$ cat config.mk
export PLATFORM = sky130hd
export DESIGN_NAME = add_round_key_seq_flat
export DESIGN_NICKNAME = d
export VERILOG_FILES = /design/src/rtl/add_round_key_seq_if.sv /design/src/rtl/add_round_key_seq.sv /design/src/flat_wrapper.sv
export SDC_FILE = /design/constraint.sdc
export NUM_CORES = 2
export LEC_CHECK = 0
export ABC_AREA = 0
export BUFFER_PORTS_ARGS = -buffer_cell sky130_fd_sc_hd__buf_2
export CORE_ASPECT_RATIO = 1.5
export CORE_UTILIZATION = 51
export DETAILED_ROUTE_END_ITERATION = 10
export PLACE_DENSITY = 0.74
export SETUP_SLACK_MARGIN = 0.15
export SYNTH_ARGS = -nofsm -noshare
export SYNTH_HDL_FRONTEND = slang
export SYNTH_SLANG_ARGS = --single-unit
$ cat constraint.sdc
create_clock -name clk -period 5.1 [get_ports clk]
set_input_delay 0.51 -clock clk [delete_from_list [all_inputs] [get_ports clk]]
set_output_delay 0.51 -clock clk [all_outputs]
set_load 0.05 [all_outputs]
$ cat src/rtl/add_round_key_seq_if.sv
// Stream and key-load bundle for add_round_key_seq: key bank writes, the
// state-block input handshake and the result output handshake.
interface add_round_key_seq_if #(
    parameter int DATA_W = 128,
    parameter int KIDX_W = 4
);
    logic              key_wr_en;
    logic [KIDX_W-1:0] key_wr_idx;
    logic [DATA_W-1:0] key_wr_data;

    logic              in_valid;
    logic              in_ready;
    logic [DATA_W-1:0] in_data;
    logic [KIDX_W-1:0] in_kidx;

    logic              out_valid;
    logic              out_ready;
    logic [DATA_W-1:0] out_data;
    logic              out_err;

    logic              busy;

    // Driven by the round controller / key expansion side.
    modport master (
        output key_wr_en, key_wr_idx, key_wr_data,
        output in_valid, in_data, in_kidx, out_ready,
        input  in_ready, out_valid, out_data, out_err, busy
    );

    modport slave (
        input  key_wr_en, key_wr_idx, key_wr_data,
        input  in_valid, in_data, in_kidx, out_ready,
        output in_ready, out_valid, out_data, out_err, busy
    );
endinterface

$ cat src/rtl/add_round_key_seq.sv
// Sequential AES AddRoundKey: snapshots a round key from a writable bank on
// accept, XORs it into the state one SLICE_W slice per clock, then holds the result.
module add_round_key_seq #(
    parameter int DATA_W   = 128,
    parameter int SLICE_W  = 32,
    parameter int NUM_KEYS = 11,
    parameter int KIDX_W   = 4
) (
    input logic                clk,
    input logic                rst,
    add_round_key_seq_if.slave bus
);
    localparam int N     = DATA_W / SLICE_W;
    localparam int CNT_W = (N > 1) ? $clog2(N) : 1;
    localparam logic [CNT_W-1:0] LAST_SLICE = CNT_W'(N - 1);

    typedef enum logic [1:0] {
        IDLE,
        RUN,
        DONE
    } state_t;

    state_t            r_state;
    state_t            w_state_nxt;
    logic              w_accept;

    logic [DATA_W-1:0] r_bank [NUM_KEYS];
    logic [DATA_W-1:0] r_work;
    logic [DATA_W-1:0] r_key;
    logic [CNT_W-1:0]  r_cnt;
    logic              r_err;

    logic [DATA_W-1:0] w_key_rd;
    logic              w_kidx_bad;
    logic [DATA_W-1:0] w_work_nxt;

    // NOTE: the bank is a plain register file with a reset, not an inferred RAM,
    // because a reset must clear every round key to zero.
    always_ff @(posedge clk) begin
        if (rst) begin
            for (int k = 0; k < NUM_KEYS; k++) begin
                r_bank[k] <= '0;
            end
        end else if (bus.key_wr_en) begin
            for (int k = 0; k < NUM_KEYS; k++) begin
                if (bus.key_wr_idx == KIDX_W'(k)) begin
                    r_bank[k] <= bus.key_wr_data;
                end
            end
        end
    end

    // Out-of-range indices read as zero and are flagged; a write in the
    // accept cycle is not yet visible here, so the block gets the old key.
    always_comb begin
        w_key_rd   = '0;
        w_kidx_bad = 1'b1;
        for (int k = 0; k < NUM_KEYS; k++) begin
            if (bus.in_kidx == KIDX_W'(k)) begin
                w_key_rd   = r_bank[k];
                w_kidx_bad = 1'b0;
            end
        end
    end

    // NOTE: sequential state uses non-blocking assignments so every register
    // samples pre-edge values regardless of block ordering.
    always_ff @(posedge clk) begin
        if (rst) begin
            r_state <= IDLE;
        end else begin
            r_state <= w_state_nxt;
        end
    end

    // NOTE: every output of this block gets a default first, so no path
    // through the case statement can infer a latch.
    always_comb begin
        w_state_nxt   = r_state;
        w_accept      = 1'b0;
        bus.in_ready  = 1'b0;
        bus.out_valid = 1'b0;
        bus.busy      = 1'b1;
        case (r_state)
            IDLE: begin
                bus.busy     = 1'b0;
                bus.in_ready = !rst;
                if (bus.in_valid && !rst) begin
                    w_accept    = 1'b1;
                    w_state_nxt = RUN;
                end
            end
            RUN: begin
                if (r_cnt == LAST_SLICE) begin
                    w_state_nxt = DONE;
                end
            end
            DONE: begin
                bus.out_valid = 1'b1;
                if (bus.out_ready) begin
                    w_state_nxt = IDLE;
                end
            end
            default: begin
                w_state_nxt = IDLE;
            end
        endcase
    end

    // Only the slice selected by r_cnt changes; an erroring block passes through.
    always_comb begin
        w_work_nxt = r_work;
        if (!r_err) begin
            for (int s = 0; s < N; s++) begin
                if (r_cnt == CNT_W'(s)) begin
                    w_work_nxt[s*SLICE_W +: SLICE_W] =
                        r_work[s*SLICE_W +: SLICE_W] ^ r_key[s*SLICE_W +: SLICE_W];
                end
            end
        end
    end

    always_ff @(posedge clk) begin
        if (rst) begin
            r_work <= '0;
            r_key  <= '0;
            r_err  <= 1'b0;
            r_cnt  <= '0;
        end else if (w_accept) begin
            r_work <= bus.in_data;
            r_key  <= w_key_rd;
            r_err  <= w_kidx_bad;
            r_cnt  <= '0;
        end else if (r_state == RUN) begin
            r_work <= w_work_nxt;
            r_cnt  <= r_cnt + 1'b1;
        end
    end

    assign bus.out_data = r_work;
    assign bus.out_err  = r_err;

endmodule

$ cat src/flat_wrapper.sv
// flat-port wrapper written by rule: the top's interface ports become plain ports
module add_round_key_seq_flat 
#(
    parameter int DATA_W   = 128,
    parameter int SLICE_W  = 32,
    parameter int NUM_KEYS = 11,
    parameter int KIDX_W   = 4
)
  (clk, rst, bus_key_wr_en, bus_key_wr_idx, bus_key_wr_data, bus_in_valid, bus_in_data, bus_in_kidx, bus_out_ready, bus_in_ready, bus_out_valid, bus_out_data, bus_out_err, bus_busy);
  add_round_key_seq_if #(.DATA_W(DATA_W), .KIDX_W(KIDX_W)) bus_i ();
  input logic clk;
  input logic rst;
  input wire logic [$bits(bus_i.key_wr_en)-1:0] bus_key_wr_en;
  input wire logic [$bits(bus_i.key_wr_idx)-1:0] bus_key_wr_idx;
  input wire logic [$bits(bus_i.key_wr_data)-1:0] bus_key_wr_data;
  input wire logic [$bits(bus_i.in_valid)-1:0] bus_in_valid;
  input wire logic [$bits(bus_i.in_data)-1:0] bus_in_data;
  input wire logic [$bits(bus_i.in_kidx)-1:0] bus_in_kidx;
  input wire logic [$bits(bus_i.out_ready)-1:0] bus_out_ready;
  output wire logic [$bits(bus_i.in_ready)-1:0] bus_in_ready;
  output wire logic [$bits(bus_i.out_valid)-1:0] bus_out_valid;
  output wire logic [$bits(bus_i.out_data)-1:0] bus_out_data;
  output wire logic [$bits(bus_i.out_err)-1:0] bus_out_err;
  output wire logic [$bits(bus_i.busy)-1:0] bus_busy;
  assign bus_i.key_wr_en = bus_key_wr_en;
  assign bus_i.key_wr_idx = bus_key_wr_idx;
  assign bus_i.key_wr_data = bus_key_wr_data;
  assign bus_i.in_valid = bus_in_valid;
  assign bus_i.in_data = bus_in_data;
  assign bus_i.in_kidx = bus_in_kidx;
  assign bus_i.out_ready = bus_out_ready;
  assign bus_in_ready = bus_i.in_ready;
  assign bus_out_valid = bus_i.out_valid;
  assign bus_out_data = bus_i.out_data;
  assign bus_out_err = bus_i.out_err;
  assign bus_busy = bus_i.busy;
  add_round_key_seq #(.DATA_W(DATA_W), .SLICE_W(SLICE_W), .NUM_KEYS(NUM_KEYS), .KIDX_W(KIDX_W)) u_core (.clk(clk), .rst(rst), .bus(bus_i));
endmodule
==> qor.yml <==
syn-cell-area_um2: 73300
setup_viol: 0
nets: 6770
crit_required_ps: 5750
hold_depth: 3
wl_per_cell_um: 27.0
grt_start_max_net_pins: 129
r2r-start: "u_core.r_state[0]"
synth.cells.most_frequent: "1665 x nor2_1, 1408 x edfxtp_1, 433 x clkbuf_1"
grt_pass1_wl_um: 336000
cts_buffers: 155
fin_crit_sh_pct: 58.2
p_int_w: 0.0231
worstPathArrival_ps: 3620
synth_top_area_share_pct: 57.7
tightest_slew_ps: 1350
synth_largest_area_cell: "edfxtp_1"
ys_top_cells_by_area: "edfxtp_1 58%, nor2_1 8.5%, dfxtp_1 7.1%"
comb_power_share_pct: 9.6
seq_area_frac_synth_pct: 64.8
crit_start: "u_core.r_state[0]"
portBuffers: 400
power.share.clock_pct: 38.3
endpoint_kind: "flop"
die_w_um: 312
via_per_inst: 6.31
grt_pass1_vias: 52900
avgSynthCellArea_um2: 11.6
area_delta_synth_final_pct: 12.9
ctsResizeCount: 0
dp_hpwl_um: 123000
fin_skew_ps: 26.6
drtAntennaViolNets: 0
core_um2: 143000
routabilityCongestion: 0.840
timing.rr.end: "u_core.r_key[103]"
seqPwrFrac_pct: 52.1
hold_buffers: 125
grt.total_usage_pct: 31.0
drc: 0
period_needed_ps: 2970
clk_pin_slew_ps: 60
switching_share_pct: 24.9
syn_nets: 6616
start_util_pct: 51.3
die_area_um2: 145000
async_flop_share_pct: 0
place_inst: 8107
rsz0062_at_grt: "false"
holdCritPathClass: "in2reg"
status: "complete, no violations"
htreeDepth: 4
crit_path_max_incr_delay_ps: 1140
final-max-slew-violation-count: 0
synth.most_common_cell: "nor2_1"
powerDensity_nw_per_um2: 371
holdPathEnd: "u_core.bus.out_data[95]"
crit_slowest_cell: "nor2_1"
p_switching_w: 0.00764
synthFlopType: "edfxtp_1"
relSlewSlack_pct: 9.38
setup_tns_ps: 0
min_from: "bus_in_data[95]"
cts_setup_buffers: 0
maxCapViolations: 0
dieHeight_um: 466
clk_latency_ps: 820
final_hold_viol_count: 0
vias: 53800
cts.sinks: 1669
ys_types: 73
peakVddDrop_mv: 0.307
dr.pass1.iters: 6
wl_um: 230000
drt_iter0_drc: 7249
crit_chain: "or4b_4 -> nor2_1 -> nand2_1 -> o21ai_0 -> a31oi_1"
cts_root_buf: "clkbuf_16"
synth-edff-count: 1408
crit_path_start_kind: "flop"
final_cells: 8523
ff2ff_path_depth: 5
r2r_setup_slack_ps: 2130
ys_ff_latch: 1669
yosysWarningCount: 0
clock.fmax_mhz: 337
drive_above_1_share_pct: 14.5
critPathMaxFanout: 48
io_pins: 401
clockBufferDepth: 3
crit_type: "reg2reg"
antenna_found_initial: 4
fill_cells: 11300
finalPower_w: 0.0307
power_leakage_nw: 28.9
cts_tree: "built"
synth_cells: 6343
grt_overflow: 0
rows: 170
==> final cells by class <==
| cell class | count | area [um^2] | area share (%) |
|---|---|---|---|
| tap | 1892 | 2370 | 2.86 |
| multi-input combinational | 3890 | 22700 | 27.5 |
| antenna | 2 | 5.00 | 0.00605 |
| sequential | 1669 | 47500 | 57.4 |
| timing repair buffer | 628 | 4460 | 5.39 |
| inverter | 153 | 574 | 0.694 |
| clock buffer | 217 | 4370 | 5.28 |
| clock inverter | 72 | 743 | 0.898 |
==> stage by stage <==
stage | hold WS, ps | worst slack (ps) | cell area, um^2 | util, %
2_1_floorplan | 441 | 593 | 73300 | -
3_3_place_gp | 471 | 1680 | 76400 | 53.4
3_5_place_dp | 468 | 1710 | 76400 | 53.4
4_1_cts | 11.6 | 2260 | 82800 | 57.9
5_1_grt | 42.2 | 2070 | 82800 | 57.9
6_report | 42.8 | 2130 | 82800 | 57.9
==> kinds of logic (layout without fill, tap and decap cells) <==
| family | Yosys count | in the layout | share of synthesized area [%] |
|---|---|---|---|
| simple gates | 2269 | 2269 | 12.7 |
| flops | 1669 | 1669 | 64.8 |
| xor+xnor | 128 | 128 | 1.53 |
| other cells | 0 | 2 | 0 |
| compound gates | 1307 | 1307 | 12.3 |
| fa+ha+maj | 4 | 4 | 0.0683 |
| mux | 182 | 182 | 4.01 |
| buf+inv | 784 | 1070 | 4.62 |
==> registers in the layout (all words and copies together) (netlist names) <==
| register | flops |
|---|---|
| u_core.bus.out_data | 128 |
| u_core.r_state | 2 |
| u_core.r_key | 128 |
| u_core.r_cnt | 2 |
| u_core.bus.out_err | 1 |
| u_core.r_bank | 1408 |
==> layout by cell type, fill, tap and decap left out, types with 35 or more instances in the layout <==
cell           Yosys  final
nor2_1          1665   1663
edfxtp_1        1408   1408
buf_2            127    395
nand2_1          341    332
a21oi_1          325    325
dfxtp_1          261    261
o21ai_0          167    167
a211oi_1         163    163
clkbuf_16          0    159
inv_1            151    151
nand2b_1         164    150
xor2_1           128    128
dlygate4sd3_1      0    125
o22ai_1           88     88
mux4_2            87     87
o21a_1            82     82
mux2i_1           73     73
buf_4             29     73
o211ai_1          69     69
a31oi_1           69     69
a22o_1            62     62
clkbuf_1         433     41
a2111oi_2         35     35
==> how the worst max path moves through the flow <==
stage	endpoint	slack, ps	depth (start not counted)
after CTS	u_core.r_key[103]	2260	5
after global placement	u_core.r_bank[0][145]	1680	5
after floorplan	u_core.r_bank[0][1280]	590	5
after global routing	u_core.r_key[25]	2070	5
after detailed placement	u_core.r_bank[0][171]	1710	5
final	u_core.r_key[103]	2130	5
==> metal layers <==
layer	GRT usage, %	vias up	share of wire, %
li1	-	22900	-
met1	39.2	26400	35
met2	51.2	3882	48
met3	6.76	675	13
met4	14.0	2	4.7
met5	0	-	0.0039
==> power groups by stage <==
stage	combinational, W	sequential (W)	clock (W)
after floorplan	0.00161	0.0164	0
after global placement	0.00278	0.0162	0
after detailed placement	0.00282	0.0163	0
after CTS	0.00291	0.0160	0.0118
after global routing	0.00310	0.0161	0.0123
final	0.00296	0.0160	0.0118
==> worst max-delay path: cells and delay by family, from the launching register on <==
| family | cells | cell delay, ps |
|---|---|---|
| flip-flops | 1 | 430 |
| AND/OR/NAND/NOR | 3 | 2180 |
| AO/OA/AOI/OAI | 2 | 180 |
(Power assumes the default switching activity.)
